$ cat config.mk
export PLATFORM = sky130hd
export DESIGN_NAME = ps2_scan_queue
export DESIGN_NICKNAME = d
export VERILOG_FILES = /design/src/rtl/ps2_pkg.sv /design/src/rtl/ps2_clk_filter.sv /design/src/rtl/ps2_scan_queue.sv
export SDC_FILE = /design/constraint.sdc
export NUM_CORES = 1
export LEC_CHECK = 0
export CAP_MARGIN = 20
export CORE_MARGIN = 3
export CORE_UTILIZATION = 53
export CTS_CLUSTER_DIAMETER = 30
export CTS_CLUSTER_SIZE = 30
export DETAILED_ROUTE_END_ITERATION = 7
export PLACE_DENSITY = 0.71
export SYNTH_ARGS = -nofsm -noshare
export SYNTH_HDL_FRONTEND = slang
export SYNTH_SLANG_ARGS = --single-unit
$ cat constraint.sdc
create_clock -name clk -period 6.4 [get_ports clk]
set_input_delay 0.64 -clock clk [delete_from_list [all_inputs] [get_ports clk]]
set_output_delay 0.64 -clock clk [all_outputs]
set_load 0.01 [all_outputs]
$ cat src/rtl/ps2_pkg.sv
// Shared types and constants for the PS/2 scan-code receiver.
package ps2_pkg;

  localparam logic [7:0] KEYUP     = 8'hF0;
  localparam logic [7:0] KEYEXTEND = 8'hE0;

  typedef struct packed {
    logic       keyup;
    logic       extend;
    logic [7:0] scancode;
  } ps2_event_t;

endpackage

$ cat src/rtl/ps2_clk_filter.sv
// Synchronises the PS/2 pair, debounces the clock and emits a one-cycle strobe
// on each falling edge of the filtered clock.
module ps2_clk_filter #(
  parameter int unsigned FILTER_LEN = 4
) (
  input  logic clk,
  input  logic clr,
  input  logic i_ps2_clk,
  input  logic i_ps2_data,
  output logic o_strobe,
  output logic o_data
);

  localparam int unsigned CW = $clog2(FILTER_LEN + 1);

  logic [1:0]    r_clk_s;
  logic [1:0]    r_dat_s;
  logic          r_filt;
  logic [CW-1:0] r_cnt;
  logic          r_strobe;

  logic w_diff;
  logic w_flip;

  // The filtered level follows the synchronised clock only after FILTER_LEN stable cycles
  assign w_diff = (r_clk_s[1] != r_filt);
  assign w_flip = w_diff && (r_cnt == CW'(FILTER_LEN - 1));

  always_ff @(posedge clk or posedge clr) begin
    if (clr) begin
      r_clk_s  <= 2'b00;
      r_dat_s  <= 2'b00;
      r_filt   <= 1'b0;
      r_cnt    <= '0;
      r_strobe <= 1'b0;
    end else begin
      r_clk_s  <= {r_clk_s[0], i_ps2_clk};
      r_dat_s  <= {r_dat_s[0], i_ps2_data};
      r_cnt    <= (w_diff && !w_flip) ? r_cnt + CW'(1) : '0;
      r_strobe <= w_flip && !r_clk_s[1];
      if (w_flip) r_filt <= r_clk_s[1];
    end
  end

  assign o_strobe = r_strobe;
  assign o_data   = r_dat_s[1];

endmodule

$ cat src/rtl/ps2_scan_queue.sv
// PS/2 device-to-host receiver: framing, F0/E0 prefix folding, repeat
// suppression and an event FIFO with selectable overflow policy.
module ps2_scan_queue
  import ps2_pkg::*;
#(
  parameter int unsigned DEPTH_LOG2      = 3,
  parameter int unsigned FILTER_LEN      = 4,
  parameter int unsigned TIMEOUT_CYCLES  = 50000,
  parameter int unsigned SUPPRESS_REPEAT = 1,
  parameter int unsigned OVERWRITE       = 0
) (
  input  logic                clk,
  input  logic                clr,
  input  logic                ps2_clk,
  input  logic                ps2_data,
  input  logic                pop,
  input  logic                clr_err,
  output logic                valid,
  output logic                keyup,
  output logic                extend,
  output logic [7:0]          scancode,
  output logic [DEPTH_LOG2:0] level,
  output logic                overflow,
  output logic                frame_err
);

  localparam int unsigned DEPTH = 1 << DEPTH_LOG2;
  localparam int unsigned PW    = DEPTH_LOG2;
  localparam int unsigned LW    = DEPTH_LOG2 + 1;
  localparam int unsigned TW    = $clog2(TIMEOUT_CYCLES + 1);

  logic          w_strobe;
  logic          w_data;

  logic [3:0]    r_bitcnt;
  logic [9:0]    r_frame;
  logic [TW-1:0] r_to;
  logic          r_keyup_p;
  logic          r_ext_p;
  ps2_event_t    r_last;
  logic          r_frame_err;
  logic          r_overflow;
  ps2_event_t    r_mem [DEPTH];
  logic [PW-1:0] r_wptr;
  logic [PW-1:0] r_rptr;
  logic [LW-1:0] r_level;

  ps2_clk_filter #(.FILTER_LEN(FILTER_LEN)) u_filt (
    .clk       (clk),
    .clr       (clr),
    .i_ps2_clk (ps2_clk),
    .i_ps2_data(ps2_data),
    .o_strobe  (w_strobe),
    .o_data    (w_data)
  );

  logic       w_last_bit;
  logic       w_frame_ok;
  logic       w_byte_ok;
  logic       w_bad;
  logic       w_timeout;
  logic [7:0] w_byte;
  logic       w_is_prefix;
  ps2_event_t w_event;
  logic       w_event_rdy;
  logic       w_push;
  logic       w_full;
  logic       w_empty;
  logic       w_pop;
  logic       w_wr;
  logic       w_rd;
  logic       w_ovf_set;

  always_comb begin
    w_last_bit  = w_strobe && (r_bitcnt == 4'd10);
    w_frame_ok  = !r_frame[0] && w_data && (^r_frame[9:1]);
    w_byte_ok   = w_last_bit && w_frame_ok;
    w_bad       = w_last_bit && !w_frame_ok;
    w_timeout   = (r_bitcnt != 4'd0) && !w_strobe && (r_to == TW'(TIMEOUT_CYCLES - 1));
    w_byte      = r_frame[8:1];
    w_is_prefix = (w_byte == KEYUP) || (w_byte == KEYEXTEND);
    w_event     = '{keyup: r_keyup_p, extend: r_ext_p, scancode: w_byte};
    w_event_rdy = w_byte_ok && !w_is_prefix;
    w_push      = w_event_rdy && !((SUPPRESS_REPEAT != 0) && (w_event == r_last));
    w_full      = (r_level == LW'(DEPTH));
    w_empty     = (r_level == '0);
    w_pop       = pop && !w_empty;
    // On overwrite the write lands on the oldest slot and the read pointer steps past it
    w_wr        = w_push && (!w_full || w_pop || (OVERWRITE != 0));
    w_rd        = w_pop || (w_push && w_full && (OVERWRITE != 0));
    w_ovf_set   = w_push && w_full && !w_pop;
  end

  always_ff @(posedge clk or posedge clr) begin
    if (clr) begin
      r_bitcnt    <= '0;
      r_frame     <= '0;
      r_to        <= '0;
      r_keyup_p   <= 1'b0;
      r_ext_p     <= 1'b0;
      r_last      <= '0;
      r_frame_err <= 1'b0;
      r_overflow  <= 1'b0;
      r_wptr      <= '0;
      r_rptr      <= '0;
      r_level     <= '0;
    end else begin
      if (w_strobe || (r_bitcnt == 4'd0) || w_timeout) r_to <= '0;
      else                                             r_to <= r_to + TW'(1);

      if (w_timeout) begin
        r_bitcnt <= '0;
      end else if (w_strobe) begin
        if (r_bitcnt == 4'd10) begin
          r_bitcnt <= '0;
        end else begin
          r_bitcnt          <= r_bitcnt + 4'd1;
          r_frame[r_bitcnt] <= w_data;
        end
      end

      if (w_timeout || w_bad) begin
        r_keyup_p <= 1'b0;
        r_ext_p   <= 1'b0;
      end else if (w_byte_ok) begin
        if (w_byte == KEYUP) begin
          r_keyup_p <= 1'b1;
        end else if (w_byte == KEYEXTEND) begin
          r_ext_p <= 1'b1;
        end else begin
          r_keyup_p <= 1'b0;
          r_ext_p   <= 1'b0;
        end
      end

      if (w_event_rdy) r_last <= w_event;

      if (w_bad || w_timeout) r_frame_err <= 1'b1;
      else if (clr_err)       r_frame_err <= 1'b0;

      if (w_ovf_set)    r_overflow <= 1'b1;
      else if (clr_err) r_overflow <= 1'b0;

      if (w_wr) r_wptr <= r_wptr + PW'(1);
      if (w_rd) r_rptr <= r_rptr + PW'(1);
      r_level <= r_level + LW'(w_wr) - LW'(w_rd);
    end
  end

  always_ff @(posedge clk) begin
    if (w_wr) r_mem[r_wptr] <= w_event;
  end

  ps2_event_t w_head;
  assign w_head    = w_empty ? '0 : r_mem[r_rptr];
  assign valid     = !w_empty;
  assign keyup     = w_head.keyup;
  assign extend    = w_head.extend;
  assign scancode  = w_head.scancode;
  assign level     = r_level;
  assign overflow  = r_overflow;
  assign frame_err = r_frame_err;

endmodule

[After elaboration in Yosys (flattened, before gate mapping)]
Memory sizes are Yosys's and may differ from the RTL's.
Index checks and enable logic that the tools add are counted.
Cells by class
  $add $sub $neg: 7
  $lt $le $gt $ge: 2
  equal/unequal tests: 10
  multiplexer cells: 22
  bitwise operators: 2
  reduce and logical (&&, ||, !) cells: 43
Operators with widths (number)
  1-bit logical AND: 17
  16-bit by 1-bit adder with 16-bit output, second input constant: 1
  16-bit == test, second input constant: 1
  8-bit == test, second input constant: 2
  16-bit 2-to-1 mux: 1
  1-bit 2-to-1 mux: 14
  4-bit 2-to-1 mux: 3
  10-bit bitwise mux: 1
  10-bit == test: 1
  1-bit zero test: 10
  10-bit 2-to-1 mux: 1
  3-bit by 1-bit adder with 3-bit output, second input constant: 3
  9-bit parity: 1
  4-bit == test, second input constant: 2
  4-bit zero test: 2
  2-bit nonzero test: 4
  1-bit logical OR: 5
  4-bit by 5-bit less-than comparator with 1-bit output, second input constant: 1
  4-bit by 1-bit adder with 4-bit output: 1
  4-bit by 1-bit adder with 4-bit output, second input constant: 1
  1-bit demux with 4-bit select: 1
  4-bit by 1-bit greater-or-equal comparator with 1-bit output, second input constant: 1
  2-bit AND reduction: 2
  4-bit nonzero test: 1
  8 further kinds: 9
Storage, ports and cells
  register bits: 63
  bits in writable memories: 80
  input port bits: 6
  output and inout port bits: 17
  word-level logic and storage cells: 105
  memories kept: 1
Memory list
  r_mem: depth 8, width 10, read ports 1, clocked after memory_dff 0, wr ports 1, RTL line ps2_scan_queue.sv:43  | ps2_event_t r_mem [DEPTH];

[Longest topological paths before layout]
  word-level depth: 9
  mapped depth: 12
  gate-level depth less buffers: 11

[Hierarchy]
Synthesis repeated with hierarchy kept, for this count alone.
Second synthesis, totals
  cells, all modules: 422
  area, all modules: 6226.0 um^2
By module, submodules not included
  ps2_scan_queue: instances 1, cells each 403, area each 5915.7 um^2, seq. area each 3753.6 um^2
  ps2_clk_filter: instances 1, cells each 19, area each 310.3 um^2, seq. area each 225.2 um^2

[Worst setup path after synthesis]
Ideal clock, no wire load.
  path kind: register to register
  start: register r_frame[1]
  end: memory r_mem[1][0] in the netlist's numbering (enable)
  setup time: 0.404 ns
  data arrival time: 3.020 ns
  required time: 5.996 ns
  path slack: 2.977 ns
  stages on the path, launching flop included: 9
  buffers on the path: 1
  period minus slack after synthesis: 3.423 ns
  cells stage by stage: dfrtp_1 -> inv_1 -> ha_1 -> xnor3_2 -> xnor2_2 -> nor4_4 -> nand3b_2 -> buf_6 -> nor4_1
Between the ends
  longest elaborated chain between the ends: 8
  elaborated cells on any way between the ends: 14
RTL lines
  start: declaration: RTL line ps2_scan_queue.sv:36  | logic [9:0] r_frame;
  start signal: indexed assignment: RTL line ps2_scan_queue.sv:118  | r_frame[r_bitcnt] <= w_data;
  8-bit == test / 9-bit parity (equally long branches): RTL line ps2_scan_queue.sv:81, ps2_scan_queue.sv:76
  1-bit logical OR / 1-bit logical AND (equally long branches): RTL line ps2_scan_queue.sv:81, ps2_scan_queue.sv:76
  1-bit zero test / 1-bit logical AND (equally long branches): RTL line ps2_scan_queue.sv:83, ps2_scan_queue.sv:77
  1-bit logical AND: RTL line ps2_scan_queue.sv:83  | w_event_rdy = w_byte_ok && !w_is_prefix;
  1-bit logical AND (*): RTL line ps2_scan_queue.sv:84  | w_push = w_event_rdy && !((SUPPRESS_REPEAT != 0) && (w_event == r_last));
  1-bit logical AND (*): RTL line ps2_scan_queue.sv:89  | w_wr = w_push && (!w_full || w_pop || (OVERWRITE != 0));
  1-bit 2-to-1 mux (*): RTL line ps2_scan_queue.sv:151  | if (w_wr) r_mem[r_wptr] <= w_event;
  1-bit 2-to-1 mux (not written as such) (*): RTL line ps2_scan_queue.sv:151
  end: declaration: RTL line ps2_scan_queue.sv:43
Every way passes the cells marked *; elsewhere a longest branch is shown, timed or not.

[Worst setup path in the final report]
  start: register r_frame[2]
  end: memory r_mem[6][0] in the netlist's numbering (enable)
The elaborated chain is that of the path after synthesis.

==> results.sh <==
export IMPL_outcome="finished clean"
export IMPL_final_nets=485
export IMPL_dieWidth_um=115
export IMPL_cts_hold_buf=0
export IMPL_switchingPower_w=0.000686
export IMPL_synth_adder_area_share_pct=3.32
export IMPL_syn_avg_cell_area_um2=14.7
export IMPL_fin_skew_ps=13.6
export IMPL_ir_drop_uv=351
export IMPL_synthMuxAreaShare_pct=12.7
export IMPL_critical_path_class="flip-flop to flip-flop"
export IMPL_die_h_um=115
export IMPL_die_area_um2=13200
export IMPL_ant_nets=0
export IMPL_period_minus_slack_ps=3790
export IMPL_avgRoutedWirePerCell_um=18.6
export IMPL_cts_buffer_depth=2
export IMPL_synth_xor_area_share_pct=4.85
export IMPL_synth_top_area_share_pct=38.4
export IMPL_dr_total_vias=3478
export IMPL_ys_types=53
export IMPL_postSynthCellCount=425
export IMPL_io_pins=23
export IMPL_cts_tree="built"
export IMPL_rsz0062_at_grt="false"
export IMPL_syn_nets=447
export IMPL_netlist_area_um2=6260
export IMPL_start_kind="flip-flop"
export IMPL_first_iter_violations=145
export IMPL_ys_flop_type="edfxtp_1"
export IMPL_synth_compound_area_share_pct=2.82
export IMPL_gp_congestion=0.723
export IMPL_synthSimpleGateAreaFrac_pct=10.4
export IMPL_cp_end_kind="flip-flop"
export IMPL_hold_viol_final=0
export IMPL_combPwrFrac_pct=16.2
export IMPL_p_leak_nw=2.97
export IMPL_cts_resized_gates=0
export IMPL_diodes=0
export IMPL_max_slew_margin_pct=34.6
export IMPL_cts_reportedPaths_clkPinSlew_ps=60
export IMPL_ys_seq_elements=143
export IMPL_synthTopCellsByArea="edfxtp_1 38%, dfrtp_1 25%, mux4_2 7.2%"
export IMPL_syn_to_final_growth_pct=15.8
export IMPL_routed_via_density=5.62
export IMPL_drc=0
export IMPL_setup_viol=0
export IMPL_cts_sinks=143
export IMPL_grt_max_degree=64
export IMPL_antenna_found_initial=0
export IMPL_powerDensity_nw_per_um2=339
export IMPL_cts_root_buf="clkbuf_16"
export IMPL_cp_max_fo=13
export IMPL_synth_edf_count=80
export IMPL_grt_first_pass_wirelength_um=18800
export IMPL_wirelength_um=11500
export IMPL_start_util_pct=54.6
export IMPL_power_frac_seq_pct=45.4
export IMPL_swShare_pct=27.9
export IMPL_grt_overflow_total=0
export IMPL_clkPwrFrac_pct=38.4
export IMPL_floorplan_core_area_um2=11500
export IMPL_cts_buffers=17
export IMPL_synth_top_family_by_area="multiplexers"
export IMPL_h_tree_depth=4
export IMPL_grt_usage_pct=19.3
export IMPL_crit_required_ps=6510
export IMPL_drive_gt1_share_pct=18.3
export IMPL_firstDrtPassIters=4
export IMPL_rows=39
export IMPL_post_cts_repair_setup_buffers=0
export IMPL_maxSlewViolCount=0
export IMPL_synth_top_cell_by_area="edfxtp_1"
export IMPL_dp_hpwl_um=7360
export IMPL_final_common_cell="edfxtp_1"
export IMPL_insertion_delay_ps=420
export IMPL_place_area_um2=6680
export IMPL_worst_pin_slew_ps=981
export IMPL_layout_common_cells="80 x edfxtp_1, 63 x dfrtp_1, 35 x nor2_1"
export IMPL_port_buffers=22
export IMPL_internal_power_w=0.00178
export IMPL_grt_pass1_vias=3569
export IMPL_async_reset_ff_share_pct=44.1
export IMPL_post_route_period_util_pct=59.2
export IMPL_ys_seq_area_share_pct=63.5
export IMPL_setup_tns_ps=0
export IMPL_cp_data_arrival_time_ps=3900
export IMPL_ys_warn_count=0
export IMPL_fmax_mhz=264
export IMPL_hold_path_class="flip-flop to flip-flop"
export IMPL_fillers=828
export IMPL_design_area_um2=7250
export IMPL_maxCapViolCount=0
-- cell usage after synthesis, drive strengths merged (2+ instances only) --
cell / number
nor2: 35
ha: 15
edfxtp: 80
inv: 20
nand2b: 6
a22o: 3
nor3: 8
dfrtp: 63
or3: 4
mux4: 20
and2b: 2
nor4: 7
a21o: 2
and3: 4
nand4: 7
xnor2: 7
mux2i: 11
nand3: 11
buf: 7
and2: 3
nand3b: 3
o21ai: 10
a21oi: 9
nor3b: 2
xor2: 22
nand2: 22
mux2: 21
clkbuf: 7
-- power by group through the flow --
stage                     clock (W)  combinational [W]  sequential (W)
after floorplan                   0           0.000336         0.00108
after global placement            0           0.000397         0.00113
after detailed placement          0           0.000407         0.00114
after CTS                  0.000963           0.000409         0.00112
after global routing        0.00101           0.000442         0.00113
final                      0.000945           0.000398         0.00112
-- worst max-delay path: stages, from the launching register on --
cell and delay (ps):
dfrtp_1 570, inv_1 90, ha_1 300, xnor3_2 390, xnor2_2 180, nor4_4 730
nand3b_2 400, nor3_1 520, buf_2 310
-- area by class of cell --
class / count / area, µm² / area share, %
clock buffer: 19 / 443 / 6.11
clock inverter: 13 / 129 / 1.78
sequential: 143 / 3980 / 54.9
tap: 143 / 179 / 2.47
multi-input combinational: 248 / 2150 / 29.6
timing repair buffer: 33 / 300 / 4.14
inverter: 20 / 75.1 / 1.04
-- per-stage QoR --
| step | power [W] | hold slack [ps] | std cells | worst slack, ps | utilization [%] |
|---|---|---|---|---|---|
| after floorplan | 0.00141 | 331 | 425 | 2980 | - |
| after global placement | 0.00153 | 334 | 586 | 2340 | 58.2 |
| after detailed placement | 0.00155 | 338 | 587 | 2580 | 58.3 |
| after CTS | 0.00249 | 351 | 619 | 2570 | 63.2 |
| after global routing | 0.00258 | 356 | 619 | 2330 | 63.2 |
| final | 0.00246 | 348 | 619 | 2610 | 63.2 |
-- final timing paths --
check                                            start                           to  slack (ps)  depth (start not counted)
max                             r_frame[2]$_DFFE_PP0P_        r_mem[6][0]$_DFFE_PP_        2610                          8
min                        u_filt.r_dat_s[0]$_DFF_PP0_  u_filt.r_dat_s[1]$_DFF_PP0_         350                          0
max reg2reg                     r_frame[2]$_DFFE_PP0P_        r_mem[6][0]$_DFFE_PP_        2610                          8
min reg2reg                u_filt.r_dat_s[0]$_DFF_PP0_  u_filt.r_dat_s[1]$_DFF_PP0_         350                          0
max in group asynchronous                          clr        r_last[4]$_DFFE_PP0P_        5120                          3
min in group asynchronous                          clr  u_filt.r_clk_s[1]$_DFF_PP0_         780                          3
-- cell families (layout without fill, tap and decap cells) --
group                      count (synthesis)  in the layout
and+or+nand+nor                          121            121
buffers and inverters                     34             85
adders and majority gates                 16             16
DFF                                      143            143
xor gates and xnor gates                  30             30
AOI/OAI and AO/OA                         29             29
muxes                                     52             52
-- state kept, by name, summed over array words and instances, names as in the netlist, 2 cells and up --
| register | flops |
|---|---|
| r_to | 16 |
| r_mem | 80 |
| r_bitcnt | 4 |
| u_filt.r_clk_s | 2 |
| r_frame | 10 |
| level | 4 |
| r_last | 10 |
| r_rptr | 3 |
| u_filt.r_dat_s | 2 |
| r_wptr | 3 |
| u_filt.r_cnt | 3 |
-- metal layers --
| layer | vias up | track usage (%) | wire length [µm] |
|---|---|---|---|
| met1 | 1764 | 24.0 | 4940 |
| li1 | 1635 | - | - |
| met3 | 8 | 5.71 | 485 |
| met4 | 0 | 6.96 | 121 |
| met2 | 71 | 32.4 | 5970 |
| met5 | - | 0 | 0 |
Note: power is estimated with default switching activity, not from simulation.
